--- config.mk ---
export PLATFORM = sky130hd
export DESIGN_NAME = mem_arb_2to1
export DESIGN_NICKNAME = d
export VERILOG_FILES = /design/src/rtl/mem_arb_2to1.sv
export SDC_FILE = /design/constraint.sdc
export NUM_CORES = 1
export LEC_CHECK = 0
export CORE_AREA = 2 2 243 245
export DETAILED_ROUTE_END_ITERATION = 10
export DIE_AREA = 0 0 245 247
export GPL_TIMING_DRIVEN = 0
export MAX_ROUTING_LAYER = met4
export PLACE_DENSITY = 0.38
export SYNTH_ARGS = -nofsm -noshare
export SYNTH_HDL_FRONTEND = slang
export SYNTH_SLANG_ARGS = --single-unit
--- constraint.sdc ---
create_clock -name clk -period 5.4 [get_ports clk]
set_input_delay 1.08 -clock clk [delete_from_list [all_inputs] [get_ports clk]]
set_output_delay 1.08 -clock clk [all_outputs]
set_load 0.1 [all_outputs]
--- src/rtl/mem_arb_2to1.sv ---
// Two-requester arbiter (instruction fetch, load/store) for the single-port simulation RAM.
// Define MEM_ARB_RR_EN for round-robin arbitration; the default is LSU priority with IF starvation override.
module mem_arb_2to1 #(
  parameter logic [63:0] RAM_BASE   = 64'h0000_0000_8000_0000,
  parameter int          STARVE_MAX = 4
) (
  input  logic        clk,
  input  logic        rst_n,
  input  logic        if_req_valid,
  output logic        if_req_ready,
  input  logic [63:0] if_req_addr,
  output logic        if_resp_valid,
  output logic [31:0] if_resp_data,
  output logic        if_resp_err,
  input  logic        lsu_req_valid,
  output logic        lsu_req_ready,
  input  logic [63:0] lsu_req_addr,
  input  logic        lsu_req_wen,
  input  logic [63:0] lsu_req_wdata,
  input  logic [63:0] lsu_req_wmask,
  output logic        lsu_resp_valid,
  output logic [63:0] lsu_resp_rdata,
  output logic        lsu_resp_err,
  output logic        mem_en,
  output logic [63:0] mem_idx,
  output logic        mem_wen,
  output logic [63:0] mem_wdata,
  output logic [63:0] mem_wmask,
  input  logic [63:0] mem_rdata
);

  logic        if_oor;
  logic        lsu_oor;
  logic [63:0] if_off;
  logic [63:0] lsu_off;
  logic        lsu_win;
  logic        if_gnt;
  logic        lsu_gnt;

  logic        if_resp_valid_reg;
  logic [31:0] if_resp_data_reg;
  logic        if_resp_err_reg;
  logic        lsu_resp_valid_reg;
  logic [63:0] lsu_resp_rdata_reg;
  logic        lsu_resp_err_reg;

  assign if_oor  = if_req_addr < RAM_BASE;
  assign lsu_oor = lsu_req_addr < RAM_BASE;
  assign if_off  = if_req_addr - RAM_BASE;
  assign lsu_off = lsu_req_addr - RAM_BASE;

`ifdef MEM_ARB_RR_EN
  typedef enum logic {GRANT_IF = 1'b0, GRANT_LSU = 1'b1} grant_t;
  grant_t last_grant_reg;

  // On contention the side that did not win last time goes first.
  assign lsu_win = lsu_req_valid && (!if_req_valid || (last_grant_reg == GRANT_IF));

  always_ff @(posedge clk or negedge rst_n) begin
    if (!rst_n) begin
      last_grant_reg <= GRANT_IF;
    end else if (if_gnt) begin
      last_grant_reg <= GRANT_IF;
    end else if (lsu_gnt) begin
      last_grant_reg <= GRANT_LSU;
    end
  end
`else
  localparam logic [3:0] STARVE_LIM = 4'(STARVE_MAX);
  logic [3:0] starve_cnt_reg;
  logic [3:0] starve_cnt_next;

  assign lsu_win = lsu_req_valid && !(if_req_valid && (starve_cnt_reg == STARVE_LIM));

  // Counts consecutive cycles in which a waiting fetch lost to the LSU.
  always_comb begin
    starve_cnt_next = 4'd0;
    if (if_req_valid && lsu_gnt) begin
      starve_cnt_next = (starve_cnt_reg == STARVE_LIM) ? STARVE_LIM : starve_cnt_reg + 4'd1;
    end
  end

  always_ff @(posedge clk or negedge rst_n) begin
    if (!rst_n) begin
      starve_cnt_reg <= 4'd0;
    end else begin
      starve_cnt_reg <= starve_cnt_next;
    end
  end
`endif

  // Both grants are held low while reset is asserted so no RAM access leaks through.
  assign lsu_gnt = rst_n && lsu_win;
  assign if_gnt  = rst_n && if_req_valid && !lsu_win;

  assign if_req_ready  = if_gnt;
  assign lsu_req_ready = lsu_gnt;

  always_comb begin
    mem_en    = 1'b0;
    mem_wen   = 1'b0;
    mem_idx   = 64'd0;
    mem_wdata = 64'd0;
    mem_wmask = 64'd0;
    if (lsu_gnt) begin
      mem_en    = !lsu_oor;
      mem_wen   = lsu_req_wen && !lsu_oor;
      mem_idx   = lsu_off >> 3;
      mem_wdata = lsu_req_wdata;
      mem_wmask = lsu_req_wmask;
    end else if (if_gnt) begin
      mem_en  = !if_oor;
      mem_idx = if_off >> 3;
    end
  end

  always_ff @(posedge clk or negedge rst_n) begin
    if (!rst_n) begin
      if_resp_valid_reg  <= 1'b0;
      if_resp_data_reg   <= 32'd0;
      if_resp_err_reg    <= 1'b0;
      lsu_resp_valid_reg <= 1'b0;
      lsu_resp_rdata_reg <= 64'd0;
      lsu_resp_err_reg   <= 1'b0;
    end else begin
      if_resp_valid_reg  <= if_gnt;
      lsu_resp_valid_reg <= lsu_gnt;
      if (if_gnt) begin
        if_resp_err_reg  <= if_oor;
        if_resp_data_reg <= if_oor ? 32'd0 :
                            (if_req_addr[2] ? mem_rdata[63:32] : mem_rdata[31:0]);
      end
      if (lsu_gnt) begin
        lsu_resp_err_reg   <= lsu_oor;
        lsu_resp_rdata_reg <= (lsu_oor || lsu_req_wen) ? 64'd0 : mem_rdata;
      end
    end
  end

  assign if_resp_valid  = if_resp_valid_reg;
  assign if_resp_data   = if_resp_data_reg;
  assign if_resp_err    = if_resp_err_reg;
  assign lsu_resp_valid = lsu_resp_valid_reg;
  assign lsu_resp_rdata = lsu_resp_rdata_reg;
  assign lsu_resp_err   = lsu_resp_err_reg;

endmodule
==> metrics.cfg <==
[worst_setup_path]
timing_worst_setup_path_type = primary input to output port
worst-endpoint-arrival_ns = 4.16
crit_path_end_kind = output port
timing.critical_path.slowest_stage_cell = sky130_fd_sc_hd__dlygate4sd2_1
required_ns = 4.32
critPathMaxFanout = 10
dominant_cell_type_by_count_on_the_critical_path = sky130_fd_sc_hd__or4_1
cp_cell_sequence = clkdlybuf4s50_1 > or4_1 > or4_1 > o41ai_4 > buf_2 > nand2_1 > dlygate4sd2_1
worst_setup_path_start_kind = primary input
cpLargestDelayFamily = buffers and inverters
cp_slowest_stage_delay_ns = 0.62
worst-path-buf-inv = 3

[global_routing]
grt-ovfl-total = 0
antenna_violations_before_repair = 3
grt_start_max_net_pins = 59
grtUsageTotal_pct = 15.9
grt_pass1_vias = 8277
grt_pass1_wl_um = 65900

[synth]
post-synth-top-area-fraction_pct = 38.7
synth_top_cells_by_area = sky130_fd_sc_hd__dfrtp_1 (39%), sky130_fd_sc_hd__and2_1 (12%), sky130_fd_sc_hd__a22o_1 (12%), sky130_fd_sc_hd__xnor2_1 (6.8%), sky130_fd_sc_hd__mux2i_1 (4.8%)
syn_area_sq_mm = 0.00672
synth_enable_flop_cells = 0
yosys.area_share.adder_pct = 0.745
netlist_instances = 724
synth_top_family_by_area = simple AND/OR/NAND/NOR gates
synth_simple_gate_area_share_pct = 24.6
synth.area.mux_share_pct = 4.77
synth_area_leader_cell = sky130_fd_sc_hd__dfrtp_1
avgSynthCellArea_sq_um = 9.28
synth_xor_area_share_pct = 8.21
synth-main-ff-cell = sky130_fd_sc_hd__dfrtp_1
synth-compound-area-share_pct = 18.4
yosysUniqueCellTypes = 41
ys_ff_latch = 104
share_of_synthesized_area_occupied_by_flip_flops_and_latches_pct = 38.7
synth-warning-count = 0
synthArstFlopShare_pct = 100

[pwr]
p_seq_share_pct = 24.7
power_density_mw_per_mm2 = 269
power.switching_mw = 1.99
power.share.combinational_pct = 56.7
cell_internal_pwr_mw = 1.77
switching_share_pct = 52.9
total_leakage_power_nw = 5.67
clkPwrFrac_pct = 18.7
ir_drop_v = 0.000151

[clocking]
numCtsBuffers = 9
clk-insertion-delay-late_ns = 0.37
clk_root_buffer_cell = sky130_fd_sc_hd__clkbuf_16
clkTransAtPathRegs_ns = 0.08
tritoncts = yes
htreeDepth = 3
max-clock-path-buffers = 2
cts_num_sinks = 104

[job]
cap_viol_max_count = 0

[placed_design]
placement.cell_area_sq_mm = 0.0138
buffer_ports.inserted = 611
dp_hpwl_um = 42300
globalplace.congestion = 0.851

[route]
vias = 8167
drt_first_iter_violations = 455
viasPerCell = 3.82
avgRoutedWirePerCell_um = 23.3
first_pass_iters = 6
drcViolationCount = 0
final_antenna_net_count = 0
drt_wl_total_um = 49800

[final_layout]
areaGrowthSynthToFinish_pct = 107
layout.filler_cells = 6379
largest_reg_flops = 64
final_layout_size_suffix_gt1_share_pct = 12.9
seq_area_sq_mm = 0.00260
finalNetCount = 1684
final_std_cell_area_no_fill_sq_mm = 0.0139
area_of_the_multi_input_gates_sq_mm = 0.00383

[timing]
fin_crit_sh_pct = 97.1
finalMaxSlewViolations = 0
final.setup_skew_ns = 0.00954
maxClockFrequency_ghz = 0.191
period_needed_ns = 5.24
hold_ws_ns = 0.484
report.final.setup_viol = 0
grt_setup_unrepaired = yes
headroom_to_the_max_slew_limit_pct = 15.3
worst_pin_slew_ns = 1.27
finalHoldViolations = 0

[floorplan]
fp.coreArea_sq_mm = 0.0582
die_width_um = 245
std_cell_rows = 89
design.portCount = 621
die-height_um = 247
dieArea_sq_mm = 0.0605
initial_utilization_pct = 11.5

[worst_hold_path]
holdCritPathClass = flop to flop

[outcome]
status = finished, final reports clean

-- cell usage after synthesis (8+ instances only) --
library cell and number:
sky130_fd_sc_hd__a22o_1 92, sky130_fd_sc_hd__and2_1 130, sky130_fd_sc_hd__o22ai_1 33, sky130_fd_sc_hd__nor3_1 29, sky130_fd_sc_hd__o21ai_0 31, sky130_fd_sc_hd__xnor2_1 52
sky130_fd_sc_hd__mux2i_1 32, sky130_fd_sc_hd__nand2_1 45, sky130_fd_sc_hd__inv_1 8, sky130_fd_sc_hd__xor2_1 11, sky130_fd_sc_hd__or3_1 10, sky130_fd_sc_hd__clkbuf_1 39
sky130_fd_sc_hd__nor2_1 30, sky130_fd_sc_hd__dfrtp_1 104, sky130_fd_sc_hd__nor4_1 17
-- cell type report --
cell class	instances	share of cell area, %
repair buffers	619	42.5
multi-input cells	557	27.5
flip-flops and latches	104	18.7
well taps	773	6.94
plain buffers	55	1.94
clock buffers	10	1.72
clock inverters	6	0.422
inverters	9	0.252
diodes	4	0.0719
-- stage by stage --
stage               cells  power (mW)  setup TNS (ns)  setup slack [ns]  util (%)
CTS                  2128        3.80         -0.0445           -0.0445      24.2
global route         2134        3.88          -0.107           -0.0449      23.9
floorplan             726        2.35               0             0.399         -
detailed placement   2111        3.11          -92.60             -1.08      23.8
finish               2137        3.75               0             0.158      23.9
global placement     2110        3.11        -1321.42             -4.97      23.7
-- timing repair --
item | CTS | global route
resized for setup | 328 | 113
hold buffers | 0 | 0
endpoints found under the setup margin | 187 | 129
pin swaps | 2 | 2
setup buffers | 1 | 6
-- per-layer routing --
| metal | routed length [um] | vias up | track usage (%) |
|---|---|---|---|
| li1 | - | 3864 | - |
| met1 | 24000 | 3908 | 22.8 |
| met2 | 21500 | 368 | 22.9 |
| met3 | 3810 | 27 | 3.86 |
| met4 | 496 | 0 | 2.35 |
| met5 | 0 | - | - |
-- worst reg2reg max path, cell delays in order, from the launching register on --
cell and delay [ns]:
sky130_fd_sc_hd__dfrtp_1 0.39, sky130_fd_sc_hd__inv_1 0.06, sky130_fd_sc_hd__ha_1 0.20, sky130_fd_sc_hd__nor2b_1 0.14, sky130_fd_sc_hd__a31o_2 0.35, sky130_fd_sc_hd__clkinv_2 0.18, sky130_fd_sc_hd__o31ai_4 0.10, sky130_fd_sc_hd__nor2_2 0.66
sky130_fd_sc_hd__buf_6 0.28, sky130_fd_sc_hd__a22o_1 0.16
-- logic make-up after synthesis --
group,count (synthesis)
compound gates,161
xor+xnor,63
fa+ha+maj,4
buf+inv,65
flops,104
mux,32
other cells,1
simple gates,294
-- power groups by stage --
stage | clock [mW] | sequential [mW] | combinational, mW
final | 0.700 | 0.925 | 2.13
after global routing | 0.751 | 0.937 | 2.19
after CTS | 0.729 | 0.926 | 2.14
after detailed placement | 0 | 0.941 | 2.17
after global placement | 0 | 0.939 | 2.17
after floorplan | 0 | 1.62 | 0.727
-- worst paths after layout --
kind                                         from            endpoint  slack, ns  cells after the start
worst max-delay path              if_req_addr[56]              mem_en       0.16                      7
worst min-delay path            starve_cnt_reg[0]   starve_cnt_reg[0]       0.48                      1
worst max register to register  starve_cnt_reg[0]  lsu_resp_rdata[11]       2.82                      9
worst min register to register  starve_cnt_reg[0]   starve_cnt_reg[0]       0.48                      1
max in group asynchronous                   rst_n    if_resp_data[25]       4.03                      2
min in group asynchronous                   rst_n  lsu_resp_rdata[34]       0.68                      1
-- cells in the final DEF (no fill, tap or decap), types with 9 or more instances in the layout --
cell type                         synthesis  routed
sky130_fd_sc_hd__xnor2_1                 52      52
sky130_fd_sc_hd__nor4_1                  17      16
sky130_fd_sc_hd__dfrtp_1                104     104
sky130_fd_sc_hd__clkdlybuf4s50_1          0     425
sky130_fd_sc_hd__o22ai_1                 33      33
sky130_fd_sc_hd__o21ai_0                 31      31
sky130_fd_sc_hd__buf_4                    3      10
sky130_fd_sc_hd__nor2_1                  30      30
sky130_fd_sc_hd__dlygate4sd2_1            0      56
sky130_fd_sc_hd__nor3_1                  29      28
sky130_fd_sc_hd__clkbuf_1                39      34
sky130_fd_sc_hd__clkbuf_2                 1      64
sky130_fd_sc_hd__and2_1                 130     130
sky130_fd_sc_hd__mux2i_1                 32      32
sky130_fd_sc_hd__or3_1                   10      10
sky130_fd_sc_hd__xor2_1                  11      11
sky130_fd_sc_hd__clkdlybuf4s15_2          0      63
sky130_fd_sc_hd__nand2_1                 45      45
sky130_fd_sc_hd__a22o_1                  92      92
sky130_fd_sc_hd__clkbuf_16                0       9
(Power assumes the default switching activity.)
